### config.mk
export PLATFORM = sky130hd
export DESIGN_NAME = instr_stream_encoder_flat
export DESIGN_NICKNAME = d
export VERILOG_FILES = /design/src/rtl/instr_stream_encoder_if.sv /design/src/rtl/instr_stream_encoder.sv /design/src/flat_wrapper.sv
export SDC_FILE = /design/constraint.sdc
export NUM_CORES = 1
export LEC_CHECK = 0
export BUFFER_PORTS_ARGS = -buffer_cell sky130_fd_sc_hd__buf_2
export CAP_MARGIN = 40
export CORE_ASPECT_RATIO = 0.9
export CORE_MARGIN = 1.5
export CORE_UTILIZATION = 47
export DETAILED_ROUTE_END_ITERATION = 6
export PLACE_DENSITY = 0.79
export SLEW_MARGIN = 0
export SYNTH_ARGS = -nofsm -noshare
export SYNTH_HDL_FRONTEND = slang
export SYNTH_SLANG_ARGS = --single-unit
### constraint.sdc
create_clock -name clk -period 1.9 [get_ports clk]
set_input_delay 0.095 -clock clk [delete_from_list [all_inputs] [get_ports clk]]
set_output_delay 0.095 -clock clk [all_outputs]
set_load 0.05 [all_outputs]
### src/rtl/instr_stream_encoder_if.sv
// ---------------------------------------------------------------------------
// instr_stream_encoder_if
//
// Purpose:
//   Bundles the instruction-field stream (valid/ready handshake) and the
//   instruction-memory write port used by instr_stream_encoder.
//
// Signals:
//   in_valid    loader -> encoder  instruction fields valid
//   in_ready    encoder -> loader  encoder can accept this cycle
//   in_kind     loader -> encoder  0 LW, 1 SW, 2 R, 3 BEQ, 4 J; 5-7 illegal
//   in_rs       loader -> encoder  source register
//   in_rt       loader -> encoder  target register
//   in_rd       loader -> encoder  destination register (R only)
//   in_imm      loader -> encoder  immediate / funct / jump field
//   in_last     loader -> encoder  final instruction of the program
//   imem_we     encoder -> IMEM    one-cycle write strobe
//   imem_addr   encoder -> IMEM    word address
//   imem_wdata  encoder -> IMEM    encoded instruction word
//
// Modports:
//   master  the loader side (drives the stream, observes the IMEM port)
//   slave   the encoder side
// ---------------------------------------------------------------------------
interface instr_stream_encoder_if #(
    parameter int ADDR_W = 6
);
    logic              in_valid;
    logic              in_ready;
    logic [2:0]        in_kind;
    logic [4:0]        in_rs;
    logic [4:0]        in_rt;
    logic [4:0]        in_rd;
    logic [25:0]       in_imm;
    logic              in_last;

    logic              imem_we;
    logic [ADDR_W-1:0] imem_addr;
    logic [31:0]       imem_wdata;

    modport master (
        output in_valid,
        output in_kind,
        output in_rs,
        output in_rt,
        output in_rd,
        output in_imm,
        output in_last,
        input  in_ready,
        input  imem_we,
        input  imem_addr,
        input  imem_wdata
    );

    modport slave (
        input  in_valid,
        input  in_kind,
        input  in_rs,
        input  in_rt,
        input  in_rd,
        input  in_imm,
        input  in_last,
        output in_ready,
        output imem_we,
        output imem_addr,
        output imem_wdata
    );
endinterface

### src/rtl/instr_stream_encoder.sv
// ---------------------------------------------------------------------------
// instr_stream_encoder
//
// Purpose:
//   Program-side producer of instruction words for the opcode decoder. The
//   boot/test loader streams instruction fields in; each legal beat is packed
//   into a 32-bit word (opcode = kind in bits [31:26]) and written to
//   instruction memory at consecutive word addresses starting from 0.
//
// Parameters:
//   IMEM_DEPTH  number of words a session may write (session ends there)
//   ADDR_W      IMEM word-address width, 2**ADDR_W >= IMEM_DEPTH
//
// Ports:
//   clk         rising-edge clock
//   rst         synchronous, active-high reset
//   start       begin / restart a load session (clears address, count, errors)
//   bus         stream + IMEM write port (slave modport)
//   busy        session in progress (RUN)
//   done        session finished (DONE), level
//   err_kind    sticky: an illegal kind was consumed this session
//   err_full    sticky: IMEM_DEPTH words written without in_last
//   count       words written this session
//
// Timing:
//   A beat accepted at edge N produces imem_we=1 with registered address and
//   data during the following cycle; count steps at that same edge.
// ---------------------------------------------------------------------------
module instr_stream_encoder #(
    parameter int IMEM_DEPTH = 64,
    parameter int ADDR_W     = 6
) (
    input  logic                  clk,
    input  logic                  rst,
    input  logic                  start,
    instr_stream_encoder_if.slave bus,
    output logic                  busy,
    output logic                  done,
    output logic                  err_kind,
    output logic                  err_full,
    output logic [ADDR_W:0]       count
);

    localparam logic [1:0] ST_IDLE = 2'd0;
    localparam logic [1:0] ST_RUN  = 2'd1;
    localparam logic [1:0] ST_DONE = 2'd2;

    localparam logic [2:0] KIND_LW  = 3'd0;
    localparam logic [2:0] KIND_SW  = 3'd1;
    localparam logic [2:0] KIND_R   = 3'd2;
    localparam logic [2:0] KIND_BEQ = 3'd3;
    localparam logic [2:0] KIND_J   = 3'd4;

    localparam logic [ADDR_W:0] DEPTH_CNT = (ADDR_W+1)'(IMEM_DEPTH);
    localparam logic [ADDR_W:0] LAST_SLOT = DEPTH_CNT - (ADDR_W+1)'(1);

    logic [1:0]  state;
    logic [1:0]  state_nx;
    logic        room;
    logic        accept;
    logic        kind_legal;
    logic        at_last_slot;
    logic        fill_word;
    logic [31:0] word;

    // count only ever holds legal words, so it doubles as the next write
    // address and as the "accepted words" figure that gates in_ready.
    assign room         = (count < DEPTH_CNT);
    assign bus.in_ready = (state == ST_RUN) && !start && room;
    assign accept       = bus.in_valid && bus.in_ready;
    assign kind_legal   = (bus.in_kind <= KIND_J);
    assign at_last_slot = (count == LAST_SLOT);
    assign fill_word    = accept && kind_legal && at_last_slot;

    assign busy = (state == ST_RUN);
    assign done = (state == ST_DONE);

    // Field packing; high immediate bits beyond each format are dropped.
    always_comb begin
        // NOTE: every always_comb output gets a default first, so no path
        // through the case can leave it unassigned and infer a latch.
        word = '0;
        case (bus.in_kind)
            KIND_LW, KIND_SW, KIND_BEQ:
                word = {3'b000, bus.in_kind, bus.in_rs, bus.in_rt, bus.in_imm[15:0]};
            KIND_R:
                word = {3'b000, bus.in_kind, bus.in_rs, bus.in_rt, bus.in_rd, bus.in_imm[10:0]};
            KIND_J:
                word = {3'b000, bus.in_kind, bus.in_imm};
            default:
                word = '0;
        endcase
    end

    // Session control. start wins over any beat (in_ready is low while it is
    // high), so accept already implies !start in RUN.
    always_comb begin
        state_nx = state;
        case (state)
            ST_IDLE: if (start) state_nx = ST_RUN;
            ST_RUN:  if (accept && (bus.in_last || fill_word)) state_nx = ST_DONE;
            ST_DONE: if (start) state_nx = ST_RUN;
            default: state_nx = ST_IDLE;
        endcase
    end

    // NOTE: sequential state uses non-blocking assignments so every register
    // samples pre-edge values regardless of statement order.
    always_ff @(posedge clk) begin
        if (rst) begin
            state          <= ST_IDLE;
            bus.imem_we    <= 1'b0;
            bus.imem_addr  <= '0;
            bus.imem_wdata <= '0;
            count          <= '0;
            err_kind       <= 1'b0;
            err_full       <= 1'b0;
        end else begin
            state       <= state_nx;
            // One strobe per legal beat; illegal kinds are consumed silently.
            bus.imem_we <= accept && kind_legal;

            if (start) begin
                count         <= '0;
                err_kind      <= 1'b0;
                err_full      <= 1'b0;
                bus.imem_addr <= '0;
            end else if (accept) begin
                if (kind_legal) begin
                    bus.imem_addr  <= count[ADDR_W-1:0];
                    bus.imem_wdata <= word;
                    count          <= count + (ADDR_W+1)'(1);
                    // Filling the last slot is only an error if the program
                    // did not end exactly there.
                    if (at_last_slot && !bus.in_last) err_full <= 1'b1;
                end else begin
                    err_kind <= 1'b1;
                end
            end
        end
    end

endmodule

### src/flat_wrapper.sv
// flat-port wrapper written by rule: the top's interface ports become plain ports
module instr_stream_encoder_flat 
#(
    parameter int IMEM_DEPTH = 64,
    parameter int ADDR_W     = 6
)
  (clk, rst, start, busy, done, err_kind, err_full, count, bus_in_valid, bus_in_kind, bus_in_rs, bus_in_rt, bus_in_rd, bus_in_imm, bus_in_last, bus_in_ready, bus_imem_we, bus_imem_addr, bus_imem_wdata);
  instr_stream_encoder_if #(.ADDR_W(ADDR_W)) bus_i ();
  input  logic clk;
  input  logic rst;
  input  logic start;
  output logic busy;
  output logic done;
  output logic err_kind;
  output logic err_full;
  output logic [ADDR_W:0] count;
  input wire logic [$bits(bus_i.in_valid)-1:0] bus_in_valid;
  input wire logic [$bits(bus_i.in_kind)-1:0] bus_in_kind;
  input wire logic [$bits(bus_i.in_rs)-1:0] bus_in_rs;
  input wire logic [$bits(bus_i.in_rt)-1:0] bus_in_rt;
  input wire logic [$bits(bus_i.in_rd)-1:0] bus_in_rd;
  input wire logic [$bits(bus_i.in_imm)-1:0] bus_in_imm;
  input wire logic [$bits(bus_i.in_last)-1:0] bus_in_last;
  output wire logic [$bits(bus_i.in_ready)-1:0] bus_in_ready;
  output wire logic [$bits(bus_i.imem_we)-1:0] bus_imem_we;
  output wire logic [$bits(bus_i.imem_addr)-1:0] bus_imem_addr;
  output wire logic [$bits(bus_i.imem_wdata)-1:0] bus_imem_wdata;
  assign bus_i.in_valid = bus_in_valid;
  assign bus_i.in_kind = bus_in_kind;
  assign bus_i.in_rs = bus_in_rs;
  assign bus_i.in_rt = bus_in_rt;
  assign bus_i.in_rd = bus_in_rd;
  assign bus_i.in_imm = bus_in_imm;
  assign bus_i.in_last = bus_in_last;
  assign bus_in_ready = bus_i.in_ready;
  assign bus_imem_we = bus_i.imem_we;
  assign bus_imem_addr = bus_i.imem_addr;
  assign bus_imem_wdata = bus_i.imem_wdata;
  instr_stream_encoder #(.IMEM_DEPTH(IMEM_DEPTH), .ADDR_W(ADDR_W)) u_core (.clk(clk), .rst(rst), .start(start), .bus(bus_i), .busy(busy), .done(done), .err_kind(err_kind), .err_full(err_full), .count(count));
endmodule
==> results.json, run 1 <==
{
  "status": "finished clean",
  "setup_violations": 0,
  "ctsRootBufferMaster": "clkbuf_8",
  "switching_share": 0.302,
  "synth_most_common_cell": "dfxtp_1",
  "fin_skew_ns": 0.00677,
  "seq_power_share": 0.509,
  "port_buffers": 96,
  "track_usage": 0.240,
  "initial_core_util": 0.483,
  "tns_ns": 0,
  "finalCritPeriodShare": 0.962,
  "async_flop_share": 0,
  "crit_path_end_kind": "output pin",
  "cts.sinks": 47,
  "comb_power_share": 0.202,
  "antenna_cells": 0,
  "syn2layout_area_growth_pct": 27.1,
  "startpoint": "u_core.state[0]$_SDFFE_PP0P_",
  "final_util": 0.613,
  "rows": 24,
  "first_global_vias": 2242,
  "synthCells": 262,
  "synth_cell_types": 38,
  "antenna_found_initial": 0,
  "yosysTopAreaCellShare": 0.406,
  "dr.pass1.iters": 4,
  "gp_congestion": 0.808,
  "fmax_mhz": 547,
  "drt_wl_total_um": 6320,
  "netlist_top_cells_count": "dfxtp_1, nand2_1, a31oi_1",
  "leakage_nw": 1.27,
  "pwr-share-clk": 0.289,
  "synthesis.area_um2": 2320,
  "die_h_um": 69.6,
  "reg2reg_from": "u_core.state[0]$_SDFFE_PP0P_",
  "max-cap-violations": 0,
  "yosysTopAreaCell": "dfxtp_1",
  "fp.dieArea_um2": 5360,
  "wl_per_cell_um": 15.1,
  "clk_latency_ns": 0.29,
  "synth_flop_cell": "dfxtp_1",
  "ir_drop_uv": 394,
  "ios": 100,
  "cp_max_fo": 28,
  "avgViaCountPerCell": 5.84,
  "die_width_um": 77.0,
  "dp_hpwl_um": 4450,
  "setup_slack_ns": 0.0726,
  "hp-class": "input pin to flop",
  "period_minus_slack_ns": 1.83,
  "drive_above_1_share": 0.358,
  "syn_area_per_cell_um2": 8.85,
  "rsz0062_at_grt": "false",
  "start_kind": "flop",
  "crit_type": "flop to output pin",
  "place_ws_ns": 0.0532,
  "critPathArrivalTime_ns": 1.73,
  "synth_seq_area_share": 0.406,
  "power.switching_w": 0.000605,
  "vias": 2435,
  "cp.required_ns": 1.80,
  "synth_warnings": 0,
  "ys_ff_latch": 47,
  "report.final.slew_viol_count": 0,
  "cts_tree": "built",
  "cts_buffer_depth": 2,
  "numCtsBuffers": 5,
  "grt_max_degree": 29,
  "synth_edf_count": 0,
  "finalPower_w": 0.00200,
  "clkTransAtPathRegs_ns": 0.08,
  "drc": 0,
  "hold_start": "bus_in_imm[1]",
  "synth_area_leaders": "dfxtp_1, a31oi_1, mux2i_1, nand2_1, o31ai_1",
  "htreeDepth": 2,
  "internal-power_w": 0.00140,
  "gr-total-overflow": 0,
  "core_area_um2": 4800,
  "layout.nets": 401,
  "grt_pass1_wl_um": 10600,
  "antenna_left": 0,
  "powerDensity_nw_per_um2": 680,
  "hold_violations": 0,
  "dr.first_iter.drc_count": 137
}
## worst max-delay path, stage by stage (launching register included)
cell,delay [ns]
dfxtp_1,0.39
or4b_4,0.53
clkinv_8,0.15
buf_4,0.19
buf_6,0.17
## registers in the layout, indices dropped and copies added (netlist names)
signal	flops
u_core.bus.imem_addr	6
u_core.err_kind	1
u_core.state	2
u_core.count	7
u_core.err_full	1
u_core.bus.imem_we	1
u_core.bus.imem_wdata	29
## cell families (layout without fill, tap and decap cells)
group | Yosys count | after routing | share of synthesized area
flip-flops | 47 | 47 | 0.406
AO/OA/AOI/OAI | 84 | 84 | 0.256
multiplexers | 11 | 11 | 0.0475
AND/OR/NAND/NOR | 82 | 82 | 0.198
buffers and inverters | 36 | 124 | 0.0858
other | 1 | 3 | 0.00162
adder cells (fa/ha/maj) | 1 | 1 | 0.00540
## layer usage
layer | part of all wire | up-vias | wire length [µm] | track usage
li1 | - | 1160 | - | -
met1 | 0.47 | 1144 | 2950 | 0.343
met2 | 0.44 | 122 | 2810 | 0.371
met3 | 0.079 | 9 | 499 | 0.0513
met4 | 0.0087 | 0 | 55 | 0.0545
met5 | 0 | - | 0 | 0
## final cells by class
cell class	instances	area (µm²)
fillers	443	1860
multi-input cells	181	1190
flip-flops and latches	47	941
repair buffers	111	618
well taps	65	81.3
clock buffers	7	76.3
inverters	5	31.3
clock inverters	1	5.00
## layout by cell type (no fill, tap or decap), types with 2 or more instances in the layout
cell      Yosys  final
a21oi_1      14     14
nand4_1      15     15
a21o_1        6      6
conb_1        1      3
buf_2         8     95
or3_1         5      5
buf_6         3      2
nand3_1       4      4
nor2_1        4      4
nor2b_1      12     12
nand2_1      28     28
nor4_1        2      2
a311oi_1      5      5
o41ai_2       2      2
nand3b_1      5      5
o31ai_1      14     14
clkbuf_8      0      5
mux2i_1      11     11
buf_4         5     12
inv_1         4      4
a31oi_1      27     27
dfxtp_1      47     47
a211oi_1     10     10
clkbuf_1     14      2
## final timing paths
check                                                to  slack, ns  cells past startpoint
setup / recovery                           bus_in_ready       0.07                      4
hold / removal    u_core.bus.imem_wdata[1]$_SDFFE_PP0P_       0.04                      3
setup reg to reg           u_core.count[1]$_SDFFE_PP0P_       0.11                      5
hold reg to reg    u_core.bus.imem_addr[3]$_SDFFE_PP0P_       0.46                      2
## metrics by stage
step	hold slack [ns]	std cells	area [µm²]
final	0.0436	417	2950
after floorplan	0.193	264	2330
after global placement	0.311	407	2830
after CTS	0.0391	417	2940
after global routing	0.0550	417	2950
after detailed placement	0.308	407	2830
## power groups by stage
stage	combinational (W)	sequential (W)	clock, W
floorplan	0.000212	0.00111	0
global placement	0.000388	0.00104	0
detailed placement	0.000392	0.00104	0
CTS	0.000400	0.00102	0.000592
global route	0.000433	0.00102	0.000629
finish	0.000404	0.00102	0.000579
## timing repair
| item | 4_1_cts | 5_1_grt |
|---|---|---|
| buffers inserted | 1 | 0 |
| resized for setup | 2 | 2 |
| gates cloned | 0 | 0 |
| hold buffers | 1 | 0 |
| endpoints found under the hold margin | 1 | 0 |
| endpoints found under the setup margin | 1 | 4 |
Note: power is estimated with default switching activity, not from simulation.
==> inputs of run 2 (changes only) <==
clock period = 2.05 ns   (was 1.9 ns; I/O delays follow)
==> run 2 against run 1 <==
Net effect:
- register-to-register slack better by 0.24 ns
- clock power up 6.9%
- wire length down 0.74%
- worst setup slack better by 0.14 ns
- global-route usage down 0.56 points
- sequential cell count unchanged
- sequential power down 7%
- count of clock-buffer cells in the layout unchanged
- combinational power down 11%
- highest routed layer unchanged
==> results.json, run 2 (synthesized netlist as in run 1, its figures left out) <==
{
  "powerDensity_nw_per_um2": 660,
  "vias": 2348,
  "ios": 100,
  "cts_tree": "built",
  "hp-class": "input pin to flop",
  "max-cap-violations": 0,
  "initial_core_util": 0.483,
  "avgViaCountPerCell": 5.69,
  "path_cells": "or4b_4 > clkinv_8 > buf_2",
  "core_area_um2": 4800,
  "critPathArrivalTime_ns": 1.74,
  "fmax_mhz": 543,
  "reg_top3": "u_core.bus.imem_wdata (29), u_core.count (7), u_core.bus.imem_addr (6)",
  "drc": 0,
  "cts.sinks": 47,
  "antenna_left": 0,
  "port_buffers": 96,
  "critPathTopFamily": "simple AND/OR/NAND/NOR gates",
  "dp_hpwl_um": 4310,
  "dr.first_iter.drc_count": 145,
  "finalPower_w": 0.00192,
  "gr-total-overflow": 0,
  "syn2layout_area_growth_pct": 25.7,
  "drive_above_1_share": 0.359,
  "antenna_found_initial": 0,
  "hold_violations": 0,
  "final_util": 0.607,
  "crit_type": "flop to output pin",
  "htreeDepth": 2,
  "cp_max_fo": 36,
  "final_cells": 413,
  "setup_violations": 0,
  "track_usage": 0.234,
  "report.final.slew_viol_count": 0,
  "finalCritPeriodShare": 0.898,
  "clkTransAtPathRegs_ns": 0.09,
  "period_minus_slack_ns": 1.84,
  "gp_congestion": 0.798,
  "drt_wl_total_um": 6270,
  "grt_pass1_wl_um": 10300,
  "cts_buffer_depth": 2,
  "cp.required_ns": 1.95,
  "ir_drop_uv": 340,
  "fp.dieArea_um2": 5360,
  "status": "finished clean",
  "die_width_um": 77.0,
  "slowest_stage": "or4b_4",
  "rsz0062_at_grt": "false",
  "start_kind": "flop",
  "crit_buf_inv": 2,
  "wl_per_cell_um": 15.2,
  "rows": 24,
  "numCtsBuffers": 5,
  "grt_max_degree": 38,
  "clk_latency_ns": 0.29,
  "crit_path_end_kind": "output pin",
  "dr.pass1.iters": 4,
  "fin_skew_ns": 0.00609,
  "regMostFlops": "u_core.bus.imem_wdata",
  "first_global_vias": 2183,
  "antenna_cells": 0,
  "holdWs_ns": 0.00738,
  "final_common_cell": "buf_2",
  "tns_ns": 0,
  "postCtsHoldBufs": 0,
  "placed_cells": 405,
  "layout.nets": 397,
  "die_h_um": 69.6,
  "ctsRootBufferMaster": "clkbuf_8",
  "final_cell_mix": "buf_2, dfxtp_1, nand2_1, a31oi_1, nand4_1",
  "fillers": 448,
  "leakage_nw": 1.25,
  "largest_reg_flops": 29,
  "slowest_delay_ns": 0.57
}
run 2: repair_timing:
item,in CTS,in global routing
resized for setup,0,1
buffers inserted,0,0
endpoints found under the setup margin,0,1
run 2: area by class of cell:
| class | count | area, µm² | area share |
|---|---|---|---|
| repair buffers | 107 | 563 | 0.193 |
| multi-input cells | 181 | 1190 | 0.410 |
| flip-flops and latches | 47 | 941 | 0.323 |
| well taps | 65 | 81.3 | 0.0279 |
| clock inverters | 1 | 7.51 | 0.00258 |
| inverters | 5 | 31.3 | 0.0107 |
| clock buffers | 7 | 96.3 | 0.0331 |
run 2: power breakdown:
part,switching (W),internal (W),total [W]
Clock,0.000312,0.000307,0.000619
Combinational,0.000248,0.000112,0.000360
Sequential,0.0000124,0.000933,0.000945
Total,0.000572,0.00135,0.00192
run 2: routing by layer:
layer	wire, µm	vias up	GRT usage
met2	3020	70	0.374
met4	39	0	0.0626
met5	0	-	0
li1	-	1148	-
met3	359	4	0.0539
met1	2850	1126	0.319
run 2: metrics by stage:
step,setup WS (ns),cell area (µm²)
2_1_floorplan,0.221,2330
3_3_place_gp,0.241,2810
3_5_place_dp,0.207,2810
4_1_cts,0.0487,2910
5_1_grt,0.132,2910
6_report,0.209,2910
run 2: final timing paths:
check	from	cells after the start	slack (ns)	to
setup reg to reg	u_core.state[0]$_SDFFE_PP0P_	4	0.35	u_core.count[6]$_SDFFE_PP0P_
hold / removal	bus_in_last	2	0.007	u_core.err_full$_SDFFE_PP0P_
setup / recovery	u_core.state[0]$_SDFFE_PP0P_	3	0.21	bus_in_ready
hold reg to reg	u_core.bus.imem_addr[5]$_SDFFE_PP0P_	2	0.46	u_core.bus.imem_addr[5]$_SDFFE_PP0P_
run 2: worst register-to-register path, cell delays in order, from the launching register on:
cell and delay, ns:
dfxtp_1 0.39, or4b_4 0.57, clkinv_8 0.17, nand3_4 0.16
o41ai_2 0.32
